[src/rtl/microsequencer.sv]
// Purpose : next-state address generator for the microprogrammed control unit; picks
//           increment / jump / decode / branch / call / return / wait-on-MOC each cycle.
// Latency : 1 cycle from microword fields to the registered o_next_state.
// Backpressure: none; WAIT mode holds the address until i_moc or the MOC timeout.
//
// Ports:
//   i_clk            rising-edge clock
//   i_reset          asynchronous, active-high reset
//   i_ns_mode  [2:0] sequencing mode (0 INC,1 JMP,2 DEC,3 BRT,4 BRF,5 CALL,6 RET,7 WAIT)
//   i_cr_addr  [9:0] branch/jump/call target
//   i_cond_sel [1:0] picks the condition bit out of i_cond_in
//   i_cond_in  [3:0] condition bits {V,C,N,Z}
//   i_decoded_state [9:0] entry state from the instruction encoder
//   i_moc            memory operation complete
//   o_next_state [9:0] registered microstore address
//   o_bus_error      sticky, set on MOC timeout
//   o_stack_err      sticky, set on return-stack overflow/underflow
//
// Optional feature: define USTACK_EN for a STACK_DEPTH-entry return stack. Without it,
// CALL acts as JMP, RET jumps to 0 and o_stack_err is tied low.

module microsequencer #(
  parameter int unsigned NUM_STATES  = 256,
  parameter logic [9:0]  TRAP_STATE  = 10'd5,
  parameter int unsigned MOC_TIMEOUT = 255,
  parameter int unsigned STACK_DEPTH = 4
) (
  input  logic       i_clk,
  input  logic       i_reset,
  input  logic [2:0] i_ns_mode,
  input  logic [9:0] i_cr_addr,
  input  logic [1:0] i_cond_sel,
  input  logic [3:0] i_cond_in,
  input  logic [9:0] i_decoded_state,
  input  logic       i_moc,
  output logic [9:0] o_next_state,
  output logic       o_bus_error,
  output logic       o_stack_err
);

  typedef enum logic [2:0] {
    M_INC  = 3'd0,
    M_JMP  = 3'd1,
    M_DEC  = 3'd2,
    M_BRT  = 3'd3,
    M_BRF  = 3'd4,
    M_CALL = 3'd5,
    M_RET  = 3'd6,
    M_WAIT = 3'd7
  } mode_t;

  localparam logic [9:0] LAST_STATE = 10'(NUM_STATES - 1);
  // Counter value seen on the last allowed held cycle.
  localparam logic [9:0] WAIT_LAST  = 10'(MOC_TIMEOUT - 1);

  logic [9:0] r_next_state;
  logic       r_bus_error;
  logic [9:0] r_wait_cnt;

  mode_t      w_mode;
  logic [9:0] w_inc;
  logic       w_cond;
  logic       w_timeout;
  logic [9:0] w_next_state;
  logic [9:0] w_wait_cnt_nxt;
  logic       w_bus_error_nxt;

`ifdef USTACK_EN
  localparam int unsigned SP_W  = $clog2(STACK_DEPTH + 1);
  localparam int unsigned IDX_W = (STACK_DEPTH > 1) ? $clog2(STACK_DEPTH) : 1;

  logic [9:0]      r_stack [STACK_DEPTH];
  logic [SP_W-1:0] r_sp;
  logic            r_stack_err;

  logic             w_full;
  logic             w_empty;
  logic             w_push;
  logic             w_pop;
  logic             w_stack_fault;
  logic [IDX_W-1:0] w_top_idx;
  logic [IDX_W-1:0] w_push_idx;

  assign w_full     = (r_sp == SP_W'(STACK_DEPTH));
  assign w_empty    = (r_sp == '0);
  assign w_top_idx  = IDX_W'(r_sp - 1'b1);
  assign w_push_idx = IDX_W'(r_sp);
`endif

  assign w_mode = mode_t'(i_ns_mode);
  // Wrap at the top of the microstore; addresses above it simply count on (10-bit).
  assign w_inc  = (r_next_state == LAST_STATE) ? 10'd0 : r_next_state + 10'd1;
  assign w_cond = i_cond_in[i_cond_sel];
  assign w_timeout = (r_wait_cnt == WAIT_LAST);

  always_comb begin
    w_next_state    = w_inc;
    w_wait_cnt_nxt  = 10'd0;
    w_bus_error_nxt = r_bus_error;
`ifdef USTACK_EN
    w_push        = 1'b0;
    w_pop         = 1'b0;
    w_stack_fault = 1'b0;
`endif
    case (w_mode)
      M_INC: w_next_state = w_inc;
      M_JMP: w_next_state = i_cr_addr;
      M_DEC: w_next_state = i_decoded_state;
      M_BRT: w_next_state = w_cond ? i_cr_addr : w_inc;
      M_BRF: w_next_state = w_cond ? w_inc : i_cr_addr;
      M_CALL: begin
        // The jump is taken even when the return address cannot be saved.
        w_next_state = i_cr_addr;
`ifdef USTACK_EN
        if (w_full) w_stack_fault = 1'b1;
        else        w_push        = 1'b1;
`endif
      end
      M_RET: begin
`ifdef USTACK_EN
        if (w_empty) begin
          w_next_state  = 10'd0;
          w_stack_fault = 1'b1;
        end else begin
          w_next_state = r_stack[w_top_idx];
          w_pop        = 1'b1;
        end
`else
        w_next_state = 10'd0;
`endif
      end
      M_WAIT: begin
        // moc takes priority over a timeout landing in the same cycle.
        if (i_moc) begin
          w_next_state = w_inc;
        end else if (w_timeout) begin
          w_next_state    = TRAP_STATE;
          w_bus_error_nxt = 1'b1;
        end else begin
          w_next_state   = r_next_state;
          w_wait_cnt_nxt = r_wait_cnt + 10'd1;
        end
      end
      default: w_next_state = w_inc;
    endcase
  end

  always_ff @(posedge i_clk or posedge i_reset) begin
    if (i_reset) begin
      r_next_state <= 10'd0;
      r_bus_error  <= 1'b0;
      r_wait_cnt   <= 10'd0;
    end else begin
      r_next_state <= w_next_state;
      r_bus_error  <= w_bus_error_nxt;
      r_wait_cnt   <= w_wait_cnt_nxt;
    end
  end

`ifdef USTACK_EN
  always_ff @(posedge i_clk or posedge i_reset) begin
    if (i_reset) begin
      r_sp        <= '0;
      r_stack_err <= 1'b0;
      for (int i = 0; i < int'(STACK_DEPTH); i++) r_stack[i] <= 10'd0;
    end else begin
      if (w_push) begin
        r_stack[w_push_idx] <= w_inc;
        r_sp                <= r_sp + 1'b1;
      end else if (w_pop) begin
        r_sp <= r_sp - 1'b1;
      end
      if (w_stack_fault) r_stack_err <= 1'b1;
    end
  end

  assign o_stack_err = r_stack_err;
`else
  assign o_stack_err = 1'b0;
`endif

  assign o_next_state = r_next_state;
  assign o_bus_error  = r_bus_error;

endmodule

[config.mk]
export PLATFORM = sky130hd
export DESIGN_NAME = microsequencer
export DESIGN_NICKNAME = d
export VERILOG_FILES = /design/src/rtl/microsequencer.sv
export SDC_FILE = /design/constraint.sdc
export NUM_CORES = 1
export LEC_CHECK = 0
export ABC_AREA = 1
export CORE_MARGIN = 1.5
export CORE_UTILIZATION = 44
export CTS_CLUSTER_DIAMETER = 120
export CTS_CLUSTER_SIZE = 16
export DETAILED_ROUTE_END_ITERATION = 8
export HOLD_SLACK_MARGIN = 0.06
export PLACE_DENSITY = 0.85
export SLEW_MARGIN = 40
export SYNTH_ARGS = -nofsm -noshare
export SYNTH_HDL_FRONTEND = slang
export SYNTH_SLANG_ARGS = --single-unit
export TNS_END_PERCENT = 30
[constraint.sdc]
create_clock -name i_clk -period 1.5 [get_ports i_clk]
set_input_delay 0.3 -clock i_clk [delete_from_list [all_inputs] [get_ports i_clk]]
set_output_delay 0.3 -clock i_clk [all_outputs]
set_load 0.02 [all_outputs]
# Word-level counts from Yosys, hierarchy flattened
# Cells that the tools add are included.
# op_classes
add_sub_neg,2
magnitude_cmp,1
eq_ne,10
n_mux,11
n_bitwise,1
n_reduce_logical,3
# ops
cell,count
10-bit two-way mux,8
10-bit case mux with 7 select lines,1
10-bit by 1-bit adder with 10-bit output (second input constant),2
10-bit by 8-bit equality test with 1-bit output (second input constant),2
3-bit equality test (second input constant),4
3-bit by 2-bit equality test with 1-bit output (second input constant),2
3-bit by 1-bit equality test with 1-bit output (second input constant),1
3-bit zero test,1
2-bit by 3-bit < comparator with 1-bit output (second input constant),1
3-bit != test (second input constant),1
3-bit AND reduction,1
1-bit binary-select mux with 2-bit select,1
2-bit OR reduction,1
1-bit two-way mux,1
1-bit NOT,1
# word_totals
register_bits,21
in_bits,32
output_inout_bits,12
wordCells,31

# Logic depth before layout (Yosys ltp)
# logic_depth
word_depth,4
depth_mapped,12
ltp_nobuf,12

# Least setup slack after synthesis
# No wires, ideal clock.
# synth_timing
path_kind,register -> register
start,register r_next_state[0] (netlist: o_next_state[0])
end,register r_next_state[1] (netlist: o_next_state[1])
setup_time_ps,116
arrival_time_ps,1465
t_required_ps,1384
path_slack_ps,-81
stages_incl_launch_ff,13
n_path_buf,0
synth_period_minus_slack_ps,1581
cell_sequence,dfrtp_1 > ha_1 > nand2_2 > nor2_2 > nand3_2 > nand2_1 > nand2_1 > nand3_1 > nand2_1 > clkinv_1 > nand2_1 > nand2_1 > nand2_1
# synth_via
elab_chain_len,4
word_cells_on_any_way,7
cone_classes,add/sub (1); eq/ne (1); mux (5)
# synth_lines
element,line,source
start: declaration,56,logic [9:0] r_next_state;
start signal: assignment,154,r_next_state <= w_next_state;
10-bit by 1-bit adder with 10-bit output / 10-bit by 8-bit equality test with 1-bit output (equally long branches),92,assign w_inc = (r_next_state == LAST_STATE) ? 10'd0 : r_next_state + 10'd1;
10-bit two-way mux *,92,
10-bit two-way mux (on tied branches),"134, 109, 110",
10-bit case mux with 7 select lines *,105,case (w_mode)
# Every way passes the cells marked *; elsewhere a longest branch is shown, timed or not.
# A chain may end at the register's enable or synchronous reset.

# Final worst setup path
# layout_timing
start,register r_wait_cnt[0]
end,register r_next_state[0] (netlist: o_next_state[0])
# layout_via
elab_chain_len,2
# layout_lines
element,line,source
start: declaration,58,logic [9:0] r_wait_cnt;
start signal: assignment,156,r_wait_cnt <= w_wait_cnt_nxt;
10-bit by 8-bit equality test with 1-bit output,94,assign w_timeout = (r_wait_cnt == WAIT_LAST);
3-bit != test (no line),-,
# Every way passes these cells.

==> flow_metrics.tcl <==
set metrics [dict create \
    wl_met3_um 220 \
    final_nets 369 \
    cp-end-kind "register" \
    skew_ps 1.51 \
    grt_max_degree 22 \
    place_inst 374 \
    worstSetupPathType "register to register" \
    worst-path-buf-inv 2 \
    cp_cell_sequence "inv_2, ha_4, nand2_2, nor3_2, nand2_1, nand2_2, buf_4, nand2_1, nor2_1, nor2_1" \
    portBuffers 42 \
    drv_cap 0 \
    fin_crit_ps 1540 \
    cts.reportedPaths.clkPinSlew_ps 80 \
    r2r_start "r_wait_cnt[0]" \
    hold_buffers 0 \
    clock-root-buffer "clkbuf_8" \
    ys_seq_area_frac 0.319 \
    synth_area_leaders "dfrtp_1 32%, nand2_1 20%, nand3_1 8.2%, nor2_1 8.0%, inv_1 7.3%" \
    final-setup-viol-count 2 \
    regArea_um2 531 \
    grt.overflow.total 0 \
    clock_latency_ps 260 \
    fillers 304 \
    ant_nets 0 \
    antenna_found_initial 0 \
    wl_um 4530 \
    rsz0062_at_grt "true" \
    place.gp.congestion 0.845 \
    r2r_setup_slack_ps -40 \
    fin_crit_sh 1.03 \
    post-route-util 0.675 \
    grtUsageTotal 0.220 \
    syn_to_final_growth_pct 48.7 \
    hold_violations 0 \
    crit_path_start_kind "register" \
    drc_errors 0 \
    most-common-layout-cells "84 x nand2_1, 34 x nor2_1, 31 x inv_1, 27 x clkdlybuf4s50_1, 27 x buf_4" \
    yosys_register_bits 21 \
    met1_length_um 1940 \
    cts_tree "yes" \
    die_h_um 64.2 \
    final_cell_count_no_fill 381 \
    postSynthCellCount 261 \
    ys_types 27 \
    dr_wl_met2_um 2300 \
    hp-class "primary input to async pin" \
    firstDrtPassIters 4 \
    slowest_delay_ps 400 \
    dieArea_um2 4120 \
    layout.cells.most_common "nand2_1" \
    yosys.area.top_type "dfrtp_1" \
    syn_area_um2 1650 \
    crit_path_max_fanout 6 \
    cpMaxStageDelayCell "dfrtp_1" \
    postSynthAreaPerCell_um2 6.32 \
    cts_buffers 3 \
    status "finished with violations" \
    multi_input_area_um2 1050 \
    drv_slew 0 \
    powerDensity_nw_per_um2 722 \
    clk_path_buf_depth 2 \
    n_antenna_cell 0 \
    htreeDepth 1 \
    start_util 0.454 \
    leakagePower_nw 1.29 \
    grt_pass1_vias 1746 \
    fin_ws_ps -41.1 \
    yosysWarnings 0 \
    syn_nets 296 \
    violations "setup timing" \
    rows 22 \
    reg2reg_to "o_next_state[0]" \
    synth_top_cell_area_share 0.319 \
    crit_arrival_ps 1690 \
    dr.first_iter.drc_count 162 \
    drive_above_1_share 0.216 \
    fp.dieW_um 64.2 \
    cp_top_family "simple AND/OR/NAND/NOR gates" \
    fp.coreArea_um2 3630 \
    pin_count 44 \
    viasPerCell 4.97 \
    peakVddDrop_mv 0.491 \
    reg2reg_depth 10 \
    cp.required_ps 1650 \
    fmax_mhz 649 \
    drt-wirelength-per-cell_um 11.9 \
    grt_pass1_wl_um 7230 \
    vias 1894 \
    hpwlAfterDp_um 3330 \
    highest_layer "met4" \
    cts.sinks 21 \
]
power by group:
part           internal, mW  switching, mW
registers             0.619         0.0773
clock network         0.185          0.191
logic                 0.317          0.380
total                  1.12          0.649
metal layers:
| metal | vias to the layer above | global-route usage |
|---|---|---|
| met4 | 0 | 0.0878 |
| met5 | - | 0 |
| met3 | 9 | 0.0335 |
| met2 | 57 | 0.400 |
| met1 | 872 | 0.256 |
| li1 | 956 | - |
metrics by stage:
stage          hold slack [ps]  setup TNS, ps  cell area (um2)  setup slack (ps)  total power [mW]
6_report                   364          -44.6             2450             -41.1              1.77
5_1_grt                    400           -740             2450              -117              1.89
3_3_place_gp               478          -4860             2310              -321              1.36
4_1_cts                    376          -2.38             2360             -2.01              1.73
3_5_place_dp               483          -5820             2310              -366              1.38
2_1_floorplan              276              0             1650             0.702              1.05
what timing repair did:
action,CTS,global route
pin swaps,1,4
setup buffers,0,2
cloned,0,1
setup endpoints to repair,21,11
endpoints found under the hold margin,0,0
gates resized for setup,19,19
registers in the layout (all words and copies together), names as in the netlist:
name / flops
o_bus_error: 1
r_wait_cnt: 10
o_next_state: 10
cells by family (layout without fill, tap and decap cells):
family | Yosys count | after routing | synth area share
flops | 21 | 21 | 0.319
simple gates | 174 | 174 | 0.473
compound gates | 18 | 18 | 0.0645
other cells | 1 | 1 | 0.00227
xor+xnor | 4 | 4 | 0.0212
buf+inv | 40 | 112 | 0.0979
fa+ha+maj | 3 | 3 | 0.0228
Yosys cell counts:
| cell | count |
|---|---|
| nand2_2 | 5 |
| conb_1 | 1 |
| xnor2_1 | 2 |
| dfrtp_1 | 21 |
| o211ai_1 | 1 |
| a22oi_1 | 2 |
| clkinv_1 | 1 |
| nand3_2 | 3 |
| nor3b_2 | 1 |
| nor3_2 | 5 |
| nor2_4 | 1 |
| nor3_1 | 3 |
| buf_4 | 3 |
| a211oi_1 | 1 |
| o21bai_1 | 1 |
| inv_1 | 32 |
| nor2_1 | 35 |
| a31o_2 | 1 |
| nor2_2 | 3 |
| nand3_1 | 27 |
| inv_2 | 4 |
| nand2_1 | 90 |
| xor2_1 | 2 |
| a21oi_1 | 8 |
| o21ai_0 | 4 |
| nand4_1 | 1 |
| ha_1 | 3 |
worst register-to-register path: cells and delay by family (launching register included):
kind,cells,cell delay [ps]
and+or+nand+nor,7,670
DFF,1,400
buffers and inverters,2,260
adders and majority gates,1,130
how the worst max path moves through the flow:
stage / startpoint / end / slack (ps) / depth (start not counted)
5_1_grt: r_wait_cnt[0] / o_next_state[0] / -120 / 10
3_3_place_gp: i_cond_sel[0] / o_next_state[9] / -320 / 12
6_report: r_wait_cnt[0] / o_next_state[0] / -40 / 10
3_5_place_dp: i_cond_sel[0] / o_next_state[8] / -370 / 12
4_1_cts: r_wait_cnt[0] / o_next_state[8] / -2 / 10
2_1_floorplan: o_next_state[0] / o_next_state[1] / 0.7 / 12
area by class of cell:
type / instances / area share
well taps: 48 / 0.0245
flip-flops and latches: 21 / 0.216
clock inverters: 1 / 0.00204
repair buffers: 71 / 0.255
inverters: 37 / 0.0566
multi-input cells: 200 / 0.429
clock buffers: 3 / 0.0168
(Power assumes the default switching activity.)
==> edit (same settings) <==
Register the output `o_bus_error` once more; this adds one clock of latency there. The other outputs are not delayed to match.
--- a/src/rtl/microsequencer.sv
+++ b/src/rtl/microsequencer.sv
@@ -181,5 +181,7 @@
 
   assign o_next_state = r_next_state;
-  assign o_bus_error  = r_bus_error;
+  always_ff @(posedge i_clk) begin
+    o_bus_error <= r_bus_error;
+  end
 
 endmodule
Check against the original RTL: same outputs for any inputs over 10 cycles, from zero or initial values and one cycle with i_reset high; that may be too few to reach the edited logic, so the function may still have changed.
==> edit against the unedited design <==
  * The flow still finishes with violations (setup timing)
  * First-iteration DRC count shrank 15%
  * Setup slack improved by 24 ps
  * Utilization is 0.93 points higher
  * Die area increased by 1.2%
  * Wire length grew 7.4%
  * Area after synthesis up 1.2%
  * Sequential cell count is 1 higher
  * Global-route usage hardly changed
  * Total power increased by 14%
  * Fmax is 1.6% higher
  * Cell count up 0.52%
  * Cell area is 2.1% higher
  * Hold slack got worse by 8.0 ps
  * Critical endpoint is now o_next_state[2]$_DFFE_PP0P_
  * Largest power group unchanged
  * Highest routed layer unchanged
==> edit: results (changes against the unedited design) <==
** Critical path
- Worst-path maximum fanout :: 3 (-3)

** Cells and area
- Number of standard cells in the final layout excluding fillers :: 383 (+0.52%)
- The final net count is 371 (+0.54%).
- # fillers :: 295 (-3.0%)
- Fraction of final layout cells sized beyond drive strength 1 :: 20.9% (-0.73 points)

** Logic synthesis
- The count of synthesis-stage warnings from yosys was 0 (unchanged).
- FFs w/ async S/R, synth :: 95.5% (-4.5 points)
- The distinct cell type count of the synthesized netlist was 28 (+3.7%).
- Sequential share of the synthesized area :: 32.7% (+0.82 points)
- The post-synthesis instance total came to 262 (+0.38%).
- The post-synthesis net count is 297 (+0.34%).
- Ranked by total cell area, the synthesized netlist is headed by sky130_fd_sc_hd__dfrtp_1, sky130_fd_sc_hd__nand2_1, sky130_fd_sc_hd__nand3_1, sky130_fd_sc_hd__nor2_1, sky130_fd_sc_hd__inv_1.

** Global routing
- GRT Total Usage :: 22.0% (+0.042 points)
- The via count of the first global-routing pass was 1,740 (-0.34%).
- Initial antenna violation count :: 0 (unchanged)
- The wire length of the first global-routing pass is 7380 um (+2.1%).

** STA
- Worst Setup Slack, final :: -17.4 ps (+23.7 ps)
- Count of final setup violators :: 3 (+1)
- Setup clock skew after layout :: 4.21 ps (+2.71 ps)

** Drt
- Met3 routed WL :: 173 um (-21%)
- Wire length reported by the detailed router :: 4860 um (+7.4%)
- Via total after detailed routing :: 1,926 (+1.7%)
- Met2 wire len :: 2490 um (+8.3%)
- Initial DRC Count :: 138 (-15%)
- The met1 wire length is 2120 um (+9.6%).

** Power
- Maximum resistive drop on vdd :: 0.449 mV (-8.5%)
- The power density over the cells was 806 nW/um^2 (+12%).
- The reported leakage power came to 1.32 nW (+2.1%).

** Placement
- HPWL after detailed placement :: 3420 um (+2.8%)
- The final weighted congestion in routability-driven placement came to 0.873 (+3.4%).
- Minimum setup slack after placement :: -335 ps (+30.1 ps)

** Clock tree
- The number of buffers created by CTS was 3 (unchanged).
- Insertion delay to the later sink of the worst-skew pair :: ~270 ps

** Outcome
- The run finished, with violations left.
- Failing checks :: setup timing
[edit: cell types whose count changed in the layout (fill, tap and decap cells not counted), sizes merged]
cell,delta
clkdlybuf4s50,+1
clkinv,-1
buf,+1
bufinv,+1
clkdlybuf4s15,-1
dfxtp,+1
[edit: stage by stage]
stage,setup TNS [ps],hold WS [ps],cell area [sq um]
2_1_floorplan,0,276,1670
3_3_place_gp,-4680,372,2330
3_5_place_dp,-5480,374,2330
4_1_cts,-15.2,376,2410
5_1_grt,-739,398,2500
6_report,-37.9,356,2500
[edit: cell type report]
type	instances	area share, %
Sequential cell	22	22.0
Clock buffer	3	1.65
Inverter	37	5.54
Timing Repair Buffer	72	25.4
Clock inverter	1	1.20
Multi-Input combinational cell	200	41.9
Tap cell	48	2.40
[edit: worst paths after layout]
path,to,slack (ps),from,cells after the start
max in group asynchronous,o_next_state[1]$_DFFE_PP0P_,900,i_reset,3
worst max-delay path,o_next_state[2]$_DFFE_PP0P_,-20,o_next_state[0]$_DFFE_PP0P_,8
worst min-delay path,r_wait_cnt[0]$_DFF_PP0_,360,i_reset,3
min in group i_clk,o_bus_error$_DFF_P_,400,r_bus_error$_DFFE_PP0P_,0
worst max register to register,o_next_state[2]$_DFFE_PP0P_,-20,o_next_state[0]$_DFFE_PP0P_,8
worst min register to register,o_bus_error$_DFF_P_,400,r_bus_error$_DFFE_PP0P_,0
[edit: power breakdown]
part           total (mW)  internal (mW)  switching, mW
logic               0.719          0.322          0.397
registers           0.731          0.646         0.0854
clock network       0.568          0.357          0.211
[edit: cell families after synthesis]
logic type	synth area share, %
other cells	0.225
flops	32.7
compound gates	6.37
fa+ha+maj	2.25
simple gates	46.7
xor+xnor	2.10
buf+inv	9.67
[edit: worst max-delay path: stages (launching register included)]
cell	delay [ps]
sky130_fd_sc_hd__dfrtp_2	440
sky130_fd_sc_hd__ha_4	180
sky130_fd_sc_hd__buf_4	130
sky130_fd_sc_hd__xnor2_1	230
sky130_fd_sc_hd__nand2_1	80
sky130_fd_sc_hd__nand3_1	80
sky130_fd_sc_hd__nand3_1	90
sky130_fd_sc_hd__nor2_1	120
sky130_fd_sc_hd__nor2_1	50
[edit: routing by layer]
| metal | up-vias | track usage, % |
|---|---|---|
| li1 | 965 | - |
| met1 | 888 | 28.6 |
| met2 | 64 | 38.8 |
| met3 | 9 | 2.26 |
| met4 | 0 | 6.12 |
| met5 | - | 0 |
[edit: repair_timing]
action | CTS | global route
resized for setup | 18 | 16
cloned | 0 | 0
endpoints found under the setup margin | 21 | 14
setup buffers | 0 | 3
pin swaps | 0 | 5
